### config.mk
export PLATFORM = sky130hd
export DESIGN_NAME = mem_port_arbiter_flat
export DESIGN_NICKNAME = d
export VERILOG_FILES = /design/src/rtl/mem_port_arbiter_if.sv /design/src/rtl/mem_port_arbiter.sv /design/src/flat_wrapper.sv
export SDC_FILE = /design/constraint.sdc
export NUM_CORES = 1
export LEC_CHECK = 0
export CELL_PAD_IN_SITES_DETAIL_PLACEMENT = 1
export CELL_PAD_IN_SITES_GLOBAL_PLACEMENT = 2
export CORE_MARGIN = 8
export CORE_UTILIZATION = 26
export DETAILED_ROUTE_END_ITERATION = 8
export PLACE_DENSITY_LB_ADDON = 0.1
export SYNTH_ARGS = -nofsm -noshare
export SYNTH_HDL_FRONTEND = slang
export SYNTH_SLANG_ARGS = --single-unit
### constraint.sdc
create_clock -name clk -period 3.9 [get_ports clk]
set_clock_uncertainty 0.15 [all_clocks]
set_input_delay 0.585 -clock clk [delete_from_list [all_inputs] [get_ports clk]]
set_output_delay 0.585 -clock clk [all_outputs]
set_load 0.02 [all_outputs]
### src/rtl/mem_port_arbiter_if.sv
// Requester and memory-bus signals of mem_port_arbiter. "master" is the arbiter's view
// (it masters the shared memory port); "slave" is the requesters/memory environment.
interface mem_port_arbiter_if #(
  parameter int unsigned AW = 32,
  parameter int unsigned DW = 32
);
  logic          cpu_req;
  logic          cpu_we;
  logic [AW-1:0] cpu_addr;
  logic [DW-1:0] cpu_wdata;
  logic [DW-1:0] cpu_rdata;
  logic          cpu_ready;

  logic          dma_req;
  logic          dma_we;
  logic [AW-1:0] dma_addr;
  logic [DW-1:0] dma_wdata;
  logic [DW-1:0] dma_rdata;
  logic          dma_ready;

  logic          mem_req;
  logic          mem_we;
  logic [AW-1:0] mem_addr;
  logic [DW-1:0] mem_wdata;
  logic [DW-1:0] mem_rdata;
  logic          mem_ack;

  modport master (
    input  cpu_req, cpu_we, cpu_addr, cpu_wdata,
    output cpu_rdata, cpu_ready,
    input  dma_req, dma_we, dma_addr, dma_wdata,
    output dma_rdata, dma_ready,
    output mem_req, mem_we, mem_addr, mem_wdata,
    input  mem_rdata, mem_ack
  );

  modport slave (
    output cpu_req, cpu_we, cpu_addr, cpu_wdata,
    input  cpu_rdata, cpu_ready,
    output dma_req, dma_we, dma_addr, dma_wdata,
    input  dma_rdata, dma_ready,
    input  mem_req, mem_we, mem_addr, mem_wdata,
    output mem_rdata, mem_ack
  );
endinterface

### src/rtl/mem_port_arbiter.sv
// Shares one memory/IO port between the CPU and a DMA master, one transaction at a time.
// Define MEM_ARB_RR_EN for round-robin tie-breaking; otherwise the CPU wins every tie.
module mem_port_arbiter #(
  parameter int unsigned AW      = 32,
  parameter int unsigned DW      = 32,
  parameter logic [7:0]  TIMEOUT = 8'd64
) (
  input  logic               clk,
  input  logic               reset,
  mem_port_arbiter_if.master bus,
  output logic [1:0]         owner,
  output logic               err
);

  typedef enum logic [1:0] {
    IDLE = 2'd0,
    BUSY = 2'd1,
    RESP = 2'd2
  } state_t;

  localparam logic [1:0] OWN_NONE = 2'b00;
  localparam logic [1:0] OWN_CPU  = 2'b01;
  localparam logic [1:0] OWN_DMA  = 2'b10;

  state_t        state_q, state_d;
  logic          mem_req_q, mem_req_d;
  logic          mem_we_q, mem_we_d;
  logic [AW-1:0] mem_addr_q, mem_addr_d;
  logic [DW-1:0] mem_wdata_q, mem_wdata_d;
  logic [DW-1:0] cpu_rdata_q, cpu_rdata_d;
  logic [DW-1:0] dma_rdata_q, dma_rdata_d;
  logic          cpu_ready_q, cpu_ready_d;
  logic          dma_ready_q, dma_ready_d;
  logic [1:0]    owner_q, owner_d;
  logic          err_q, err_d;
  logic [7:0]    cnt_q, cnt_d;
  logic          grant_dma;
  logic          timed_out;
  logic          finish;
`ifdef MEM_ARB_RR_EN
  logic          last_dma_q, last_dma_d;
`endif

  always_comb begin
`ifdef MEM_ARB_RR_EN
    // On a tie the requester that did not win last time gets the port.
    if (bus.cpu_req && bus.dma_req) begin
      grant_dma = ~last_dma_q;
    end else begin
      grant_dma = bus.dma_req;
    end
`else
    grant_dma = bus.dma_req && !bus.cpu_req;
`endif
  end

  assign timed_out = (TIMEOUT != 8'd0) && (cnt_q == TIMEOUT);

  always_comb begin
    state_d     = state_q;
    mem_req_d   = mem_req_q;
    mem_we_d    = mem_we_q;
    mem_addr_d  = mem_addr_q;
    mem_wdata_d = mem_wdata_q;
    cpu_rdata_d = cpu_rdata_q;
    dma_rdata_d = dma_rdata_q;
    cpu_ready_d = 1'b0;
    dma_ready_d = 1'b0;
    owner_d     = owner_q;
    err_d       = err_q;
    cnt_d       = cnt_q;
    finish      = 1'b0;
`ifdef MEM_ARB_RR_EN
    last_dma_d  = last_dma_q;
`endif

    case (state_q)
      IDLE: begin
        if (bus.cpu_req || bus.dma_req) begin
          state_d   = BUSY;
          mem_req_d = 1'b1;
          cnt_d     = 8'd0;
          if (grant_dma) begin
            owner_d     = OWN_DMA;
            mem_we_d    = bus.dma_we;
            mem_addr_d  = bus.dma_addr;
            mem_wdata_d = bus.dma_wdata;
          end else begin
            owner_d     = OWN_CPU;
            mem_we_d    = bus.cpu_we;
            mem_addr_d  = bus.cpu_addr;
            mem_wdata_d = bus.cpu_wdata;
          end
`ifdef MEM_ARB_RR_EN
          last_dma_d = grant_dma;
`endif
        end
      end

      BUSY: begin
        // An acknowledge in the same cycle as the timeout still delivers real data.
        if (bus.mem_ack) begin
          finish = 1'b1;
          if (!mem_we_q) begin
            if (owner_q == OWN_DMA) begin
              dma_rdata_d = bus.mem_rdata;
            end else begin
              cpu_rdata_d = bus.mem_rdata;
            end
          end
        end else if (timed_out) begin
          finish = 1'b1;
          err_d  = 1'b1;
          if (!mem_we_q) begin
            if (owner_q == OWN_DMA) begin
              dma_rdata_d = '0;
            end else begin
              cpu_rdata_d = '0;
            end
          end
        end else begin
          cnt_d = cnt_q + 8'd1;
        end

        if (finish) begin
          state_d     = RESP;
          mem_req_d   = 1'b0;
          owner_d     = OWN_NONE;
          cpu_ready_d = (owner_q == OWN_CPU);
          dma_ready_d = (owner_q == OWN_DMA);
        end
      end

      RESP: begin
        state_d = IDLE;
      end

      default: begin
        state_d   = IDLE;
        mem_req_d = 1'b0;
        owner_d   = OWN_NONE;
      end
    endcase
  end

  always_ff @(posedge clk or negedge reset) begin
    if (!reset) begin
      state_q     <= IDLE;
      mem_req_q   <= 1'b0;
      mem_we_q    <= 1'b0;
      mem_addr_q  <= '0;
      mem_wdata_q <= '0;
      cpu_rdata_q <= '0;
      dma_rdata_q <= '0;
      cpu_ready_q <= 1'b0;
      dma_ready_q <= 1'b0;
      owner_q     <= OWN_NONE;
      err_q       <= 1'b0;
      cnt_q       <= 8'd0;
`ifdef MEM_ARB_RR_EN
      last_dma_q  <= 1'b1;
`endif
    end else begin
      state_q     <= state_d;
      mem_req_q   <= mem_req_d;
      mem_we_q    <= mem_we_d;
      mem_addr_q  <= mem_addr_d;
      mem_wdata_q <= mem_wdata_d;
      cpu_rdata_q <= cpu_rdata_d;
      dma_rdata_q <= dma_rdata_d;
      cpu_ready_q <= cpu_ready_d;
      dma_ready_q <= dma_ready_d;
      owner_q     <= owner_d;
      err_q       <= err_d;
      cnt_q       <= cnt_d;
`ifdef MEM_ARB_RR_EN
      last_dma_q  <= last_dma_d;
`endif
    end
  end

  assign bus.mem_req   = mem_req_q;
  assign bus.mem_we    = mem_we_q;
  assign bus.mem_addr  = mem_addr_q;
  assign bus.mem_wdata = mem_wdata_q;
  assign bus.cpu_rdata = cpu_rdata_q;
  assign bus.dma_rdata = dma_rdata_q;
  assign bus.cpu_ready = cpu_ready_q;
  assign bus.dma_ready = dma_ready_q;
  assign owner         = owner_q;
  assign err           = err_q;

  // The bus is only requested while someone owns it, and only one requester completes.
  a_ready_onehot: assert property (@(posedge clk) disable iff (!reset)
    !(cpu_ready_q && dma_ready_q));
  a_req_has_owner: assert property (@(posedge clk) disable iff (!reset)
    mem_req_q |-> (owner_q != OWN_NONE));

endmodule

### src/flat_wrapper.sv
// flat-port wrapper written by rule: the top's interface ports become plain ports
module mem_port_arbiter_flat 
#(
  parameter int unsigned AW      = 32,
  parameter int unsigned DW      = 32,
  parameter logic [7:0]  TIMEOUT = 8'd64
)
  (clk, reset, owner, err, bus_cpu_req, bus_cpu_we, bus_cpu_addr, bus_cpu_wdata, bus_cpu_rdata, bus_cpu_ready, bus_dma_req, bus_dma_we, bus_dma_addr, bus_dma_wdata, bus_dma_rdata, bus_dma_ready, bus_mem_req, bus_mem_we, bus_mem_addr, bus_mem_wdata, bus_mem_rdata, bus_mem_ack);
  mem_port_arbiter_if #(.AW(AW), .DW(DW)) bus_i ();
  input  logic clk;
  input  logic reset;
  output logic [1:0] owner;
  output logic err;
  input wire logic [$bits(bus_i.cpu_req)-1:0] bus_cpu_req;
  input wire logic [$bits(bus_i.cpu_we)-1:0] bus_cpu_we;
  input wire logic [$bits(bus_i.cpu_addr)-1:0] bus_cpu_addr;
  input wire logic [$bits(bus_i.cpu_wdata)-1:0] bus_cpu_wdata;
  output wire logic [$bits(bus_i.cpu_rdata)-1:0] bus_cpu_rdata;
  output wire logic [$bits(bus_i.cpu_ready)-1:0] bus_cpu_ready;
  input wire logic [$bits(bus_i.dma_req)-1:0] bus_dma_req;
  input wire logic [$bits(bus_i.dma_we)-1:0] bus_dma_we;
  input wire logic [$bits(bus_i.dma_addr)-1:0] bus_dma_addr;
  input wire logic [$bits(bus_i.dma_wdata)-1:0] bus_dma_wdata;
  output wire logic [$bits(bus_i.dma_rdata)-1:0] bus_dma_rdata;
  output wire logic [$bits(bus_i.dma_ready)-1:0] bus_dma_ready;
  output wire logic [$bits(bus_i.mem_req)-1:0] bus_mem_req;
  output wire logic [$bits(bus_i.mem_we)-1:0] bus_mem_we;
  output wire logic [$bits(bus_i.mem_addr)-1:0] bus_mem_addr;
  output wire logic [$bits(bus_i.mem_wdata)-1:0] bus_mem_wdata;
  input wire logic [$bits(bus_i.mem_rdata)-1:0] bus_mem_rdata;
  input wire logic [$bits(bus_i.mem_ack)-1:0] bus_mem_ack;
  assign bus_i.cpu_req = bus_cpu_req;
  assign bus_i.cpu_we = bus_cpu_we;
  assign bus_i.cpu_addr = bus_cpu_addr;
  assign bus_i.cpu_wdata = bus_cpu_wdata;
  assign bus_cpu_rdata = bus_i.cpu_rdata;
  assign bus_cpu_ready = bus_i.cpu_ready;
  assign bus_i.dma_req = bus_dma_req;
  assign bus_i.dma_we = bus_dma_we;
  assign bus_i.dma_addr = bus_dma_addr;
  assign bus_i.dma_wdata = bus_dma_wdata;
  assign bus_dma_rdata = bus_i.dma_rdata;
  assign bus_dma_ready = bus_i.dma_ready;
  assign bus_mem_req = bus_i.mem_req;
  assign bus_mem_we = bus_i.mem_we;
  assign bus_mem_addr = bus_i.mem_addr;
  assign bus_mem_wdata = bus_i.mem_wdata;
  assign bus_i.mem_rdata = bus_mem_rdata;
  assign bus_i.mem_ack = bus_mem_ack;
  mem_port_arbiter #(.AW(AW), .DW(DW), .TIMEOUT(TIMEOUT)) u_core (.clk(clk), .reset(reset), .bus(bus_i), .owner(owner), .err(err));
endmodule
==> results of run 1 <==
[kinds of logic after synthesis]
| family | Yosys count |
|---|---|
| fa+ha+maj | 2 |
| simple gates | 97 |
| buf+inv | 47 |
| mux | 65 |
| flops | 145 |
| compound gates | 157 |
[cell usage after synthesis, drive strengths merged]
cell,count,share of area
a31oi,3,0.0031
and3,1,0.0010
nand2,73,0.045
ha,2,0.0041
and3b,1,0.0014
nand3,4,0.0033
a32o,64,0.10
dfrtp,145,0.59
nand4bb,1,0.0045
a21o,1,0.0012
a21boi,2,0.0024
nor3b,3,0.0063
nor4,1,0.0035
buf,24,0.020
a41o,1,0.0016
clkbuf,19,0.012
o211ai,2,0.0024
nor2,5,0.0031
o41a,1,0.0018
o21ai,72,0.059
inv,4,0.0024
nand4,1,0.0010
or3,1,0.0010
nor2b,3,0.0043
o22ai,1,0.0010
a21oi,7,0.0057
mux2i,65,0.11
o41ai,1,0.0027
nand2b,3,0.0031
o31ai,2,0.0024
[worst max path at each step]
stage,to,slack (ns),cells past startpoint
2_1_floorplan,u_core.bus.dma_rdata[20],2.11,7
3_3_place_gp,u_core.bus.mem_addr[12],1.14,5
3_5_place_dp,u_core.bus.mem_addr[7],1.07,5
4_1_cts,u_core.bus.mem_addr[4],1.52,5
5_1_grt,u_core.bus.mem_addr[4],1.37,5
6_report,u_core.bus.mem_addr[4],1.58,5
[area by class of cell]
class	count	area [um^2]	share of cell area
Antenna cell	1	2.50	0.000248
Clock buffer	17	425	0.0422
Clock inverter	15	151	0.0150
Inverter	4	15.0	0.00149
Multi-Input combinational cell	321	2320	0.230
Sequential cell	145	3630	0.360
Tap cell	319	399	0.0396
Timing Repair Buffer	315	3140	0.311
[registers in the layout (all words and copies together), names as in the netlist]
signal                cells
u_core.bus.mem_req        1
u_core.state_q            2
u_core.owner              2
u_core.bus.mem_addr      32
u_core.bus.dma_rdata     32
u_core.bus.cpu_ready      1
u_core.bus.mem_wdata     32
u_core.bus.mem_we         1
u_core.bus.cpu_rdata     32
u_core.bus.dma_ready      1
u_core.err                1
u_core.cnt_q              8
[worst max-delay path, cell delays in order]
cell and delay (ns):
clkdlybuf4s50_1 0.50, nor2_1 0.17, or3_4 0.68, buf_4 0.39, o21ai_0 0.14
[power groups by stage]
stage	logic [uW]	clock network [uW]	registers, uW
4_1_cts	3700	1660	2590
3_3_place_gp	3650	0	2580
5_1_grt	3910	1720	2680
3_5_place_dp	3700	0	2610
6_report	3620	1590	2580
2_1_floorplan	980	0	3340
[per-stage QoR]
step / hold slack [ns] / cell area, um^2 / power [uW] / worst slack, ns / utilization
after CTS: 0.0243 / 10100 / 7950 / 1.52 / 0.432
after detailed placement: 0.320 / 9500 / 6310 / 1.07 / 0.407
final: -0.00496 / 10100 / 7790 / 1.58 / 0.432
after floorplan: 0.139 / 6140 / 4320 / 2.11 / -
after global placement: 0.311 / 9500 / 6230 / 1.14 / 0.407
after global routing: 0.0484 / 10100 / 8310 / 1.37 / 0.432
[per-layer routing]
metal | share of wire | track usage | routed length, um | vias up
li1 | - | - | - | 2497
met1 | 0.40 | 0.173 | 9090 | 2666
met2 | 0.48 | 0.263 | 11000 | 203
met3 | 0.10 | 0.0758 | 2320 | 20
met4 | 0.014 | 0.0458 | 324 | 0
met5 | 0 | 0 | 0 | -
==> metrics.cfg, run 1 <==
[critical_path]
worstPathRequired_ns=4.04
worstPathMaxFanout=87
reg2reg_to=u_core.bus.dma_rdata[19]
end_kind=register
crit_type=in -> reg
rr_worst_depth=6
cp.arrival_ns=2.46
r2r_slack_ns=1.68
critPathLaunchType=primary input
cp-startpoint=bus_cpu_req
timing.rr.start=u_core.state_q[1]

[final_layout]
area_delta_synth_final_pct=64.2
fill_cells=2526
mostFrequentLayoutCells=299 x clkdlybuf4s50_1, 145 x dfrtp_1, 73 x nand2_1
drive_above_1_share=0.0710
nets=973
mostFrequentLayoutCell=clkdlybuf4s50_1
fin_cells=1137

[floorplan]
die_h_um=170
rows=56
die_x_um=170
io_pins=302
coreArea_mm2=0.0233
die_area_mm2=0.0288
start_util=0.263

[timing]
slew_headroom=0.457
final.setup.tns_ns=0
fmaxAchievable_ghz=0.431
rsz0062_at_grt=no
setup_viol=0
fin_hold_ws_ns=-0.00496
hold_viol_final=2
min_period_over_period=0.596
maxSlewViolCount=0
min_period_ns=2.32
worstMarginPinSlew_ns=0.814

[worst_hold_path]
min_path_type=in -> async

[clocking]
cts_buffers=17
root_buffer=clkbuf_16
postCtsSetupBuffers=0
clkTransAtPathRegs_ns=0.07
ctsHoldBuffers=0
cts_tree=done
insertion_delay_ns=0.42
clock-sinks=145
cts_resized=0
htreeDepth=4
clk_path_buf_depth=2

[power_and_ir_drop]
p_comb_frac=0.465
internal-power_uw=4780
power_density_mw_per_mm2=773
p_leak_uw=0.00413
p_clk_frac=0.204
p_switching_uw=3010
ir_worst_vdd_mv=0.271
pwr-share-seq=0.331
p_sw_frac=0.386

[global_route]
grt.overflow.total=0
grt_pass1_vias=6039
grtUsageTotal=0.156
grt_pass1_wl_mm=35.0
antenna_found_initial=1
grt_max_degree=88

[synth]
synth_mux_area_frac=0.106
synth_xor_area_frac=0
synth_top_family_by_area=compound AO/OA/AOI/OAI gates
synth-compound-area-share=0.188
seq_area_frac_synth=0.591
synthSimpleGateAreaFrac=0.0770
synth_fa_ha_area_frac=0.00408
ys_ff_latch=145
netlist_instances=513
synth_cell_types=35
syn-num-nets=682
yosys_warnings=0
syn_area_mm2=0.00614
syn_avg_cell_area_um2=12.0

[route]
wirelength_mm=22.7
num_vias=5386
drc_errors=0
viasPerCell=4.74
drt_iter0_markers=258
wl_per_cell_um=20.0
first_pass_iters=4
ant_nets=0

[job]
cap_violations=0

[placed_design]
dp_hpwl_mm=17.1
place.gp.congestion=0.738
dp_cells=1104
port_buffers=301

[outcome]
violations=hold timing
status=finished, violations left

Note: power is estimated with default switching activity, not from simulation.
==> run 2: changes to the inputs <==
Settings changed: CORE_UTILIZATION 26 to 24.
Clock period 3.9 ns to 2.3 ns, I/O delays scaled along.
==> run 2 against run 1 <==
Against the previous run: the flow now finishes without violations; combinational power up 74%; highest routed layer unchanged; wire length rose by 1.2%; critical endpoint is now u_core.bus.cpu_rdata[6]; clock power increased by 71%; critical path type is now reg -> reg; first-iteration DRC count up 13%.
==> metrics.cfg, run 2 (synthesis results as in run 1) <==
[timing]
hold_viol_final=0  ; -2
final.setup.tns_ns=0  ; unchanged
slew_headroom=0.593  ; +0.136
maxSlewViolCount=0  ; unchanged
fmaxAchievable_ghz=0.491
min_period_over_period=0.886
min_period_ns=2.04
rsz0062_at_grt=no
setup_viol=0  ; unchanged
worstMarginPinSlew_ns=0.610  ; -0.204 ns

[critical_path]
worstPathMaxFanout=32  ; -63%
end_kind=register
slowest_delay_ns=0.43  ; -0.25 ns
reg2reg_to=u_core.bus.cpu_rdata[6]
cp_num_cells=7  ; +2
crit_type=reg -> reg
cp-startpoint=u_core.cnt_q[0]
critPathSlowestCell=dfrtp_1
path_buf_inv=2  ; unchanged
path_cells=inv_1 -> ha_1 -> nand4bb_4 -> nor4_4 -> o21ai_2 -> buf_4 -> a32o_1
timing.rr.start=u_core.cnt_q[0]
cp_top_family=simple AND/OR/NAND/NOR gates
worstPathRequired_ns=2.44  ; -1.60 ns
endpoint=u_core.bus.cpu_rdata[6]
rr_worst_depth=7  ; +1
critPathLaunchType=register
r2r_slack_ns=0.26  ; -1.42 ns
cp.arrival_ns=2.18  ; -0.28 ns

[power_and_ir_drop]
p_leak_uw=0.00419  ; +1.3%
ir_worst_vdd_mv=0.510  ; +88%
power_density_mw_per_mm2=1310  ; +70%

[clocking]
clk_path_buf_depth=2  ; unchanged
clock-sinks=145  ; unchanged
insertion_delay_ns=0.41  ; about the same
cts_buffers=17  ; unchanged
postCtsSetupBuffers=0  ; unchanged
htreeDepth=4  ; unchanged
cts_tree=done
root_buffer=clkbuf_16
clkTransAtPathRegs_ns=0.06  ; about the same

[final_layout]
area_delta_synth_final_pct=66.1
mostFrequentLayoutCells=299 x clkdlybuf4s50_1, 145 x dfrtp_1, 73 x nand2_1
fin_area_mm2=0.0102  ; +1.2%
fill_cells=2714  ; +7.4%
n_antenna_cell=0  ; -1
drive_above_1_share=0.0777  ; +0.00668
nets=982  ; +0.92%
mostFrequentLayoutCell=clkdlybuf4s50_1

[placed_design]
place.gp.congestion=0.747  ; +1.3%
dp_hpwl_mm=17.6  ; +3.0%
port_buffers=301  ; unchanged
place_area_mm2=0.00961  ; +1.2%

[global_route]
grtUsageTotal=0.148  ; -0.00824
antenna_found_initial=0  ; -1
grt_max_degree=77  ; -13%
grt_pass1_wl_mm=35.8  ; +2.1%
grt.overflow.total=0  ; unchanged
grt_pass1_vias=6148  ; +1.8%

[floorplan]
die_x_um=176  ; +3.7%
io_pins=302  ; unchanged
die_area_mm2=0.0309  ; +7.5%
rows=58  ; +3.6%
die_h_um=176  ; +3.7%
start_util=0.244  ; -0.0193
coreArea_mm2=0.0252  ; +7.9%

[route]
wirelength_mm=23.0  ; +1.2%
first_pass_iters=4  ; unchanged
wl_per_cell_um=19.9  ; -0.26%
drt_iter0_markers=292  ; +13%
drc_errors=0  ; unchanged
num_vias=5349  ; -0.69%
ant_nets=0  ; unchanged
viasPerCell=4.64  ; -2.1%

[job]
cap_violations=0  ; unchanged

[outcome]
status=completed

[worst_hold_path]
min_path_type=in -> reg

run 2: repair_timing:
action / CTS / global route
hold buffers: 1 / 0
gates resized for setup: 0 / 0
endpoints found under the setup margin: 0 / 0
hold endpoints to repair: 36 / 0
run 2: layer usage:
| layer | global-route usage | up-vias | wire, um | part of all wire |
|---|---|---|---|---|
| met2 | 0.239 | 214 | 10900 | 0.47 |
| met1 | 0.175 | 2613 | 9480 | 0.41 |
| met4 | 0.0403 | 0 | 231 | 0.010 |
| li1 | - | 2508 | - | - |
| met5 | 0 | - | 0 | 0 |
| met3 | 0.0679 | 14 | 2420 | 0.11 |
run 2: where the power goes:
part | switching [uW] | internal, uW | total [uW]
sequential | 682 | 3680 | 4360
combinational | 3300 | 2980 | 6290
clock | 1100 | 1620 | 2720
run 2: per-stage QoR:
stage | setup slack (ns) | instances | total power, uW | hold slack (ns) | util
global route | 0.109 | 1154 | 14300 | 0.256 | 0.405
floorplan | 0.513 | 513 | 7320 | -0.101 | -
CTS | 0.231 | 1154 | 13600 | 0.226 | 0.405
global placement | 0.180 | 1123 | 10700 | 0.133 | 0.382
finish | 0.261 | 1154 | 13400 | 0.249 | 0.405
detailed placement | 0.114 | 1123 | 10800 | 0.143 | 0.382
run 2: worst register-to-register path: stages, from the launching register on:
cell       delay (ns)
dfrtp_1          0.43
inv_1            0.08
ha_1             0.19
nand4bb_4        0.16
nor4_4           0.30
o21ai_2          0.07
buf_4            0.26
a32o_1           0.27
run 2: cell type report:
cell class,instances,area [um^2],share of cell area
repair buffers,324,3250,0.318
clock inverters,12,135,0.0133
flip-flops and latches,145,3630,0.356
clock buffers,18,439,0.0431
multi-input cells,321,2320,0.227
well taps,330,413,0.0405
inverters,4,15.0,0.00147
run 2: how the worst min path moves through the flow:
stage                     start                  endpoint  depth (start not counted)
floorplan                 reset   u_core.bus.cpu_rdata[0]                          0
global placement          reset   u_core.bus.dma_rdata[1]                          1
detailed placement        reset   u_core.bus.dma_rdata[1]                          1
CTS                 bus_mem_ack  u_core.bus.cpu_rdata[27]                          2
global route        bus_mem_ack  u_core.bus.cpu_rdata[27]                          2
finish              bus_mem_ack  u_core.bus.cpu_rdata[27]                          2
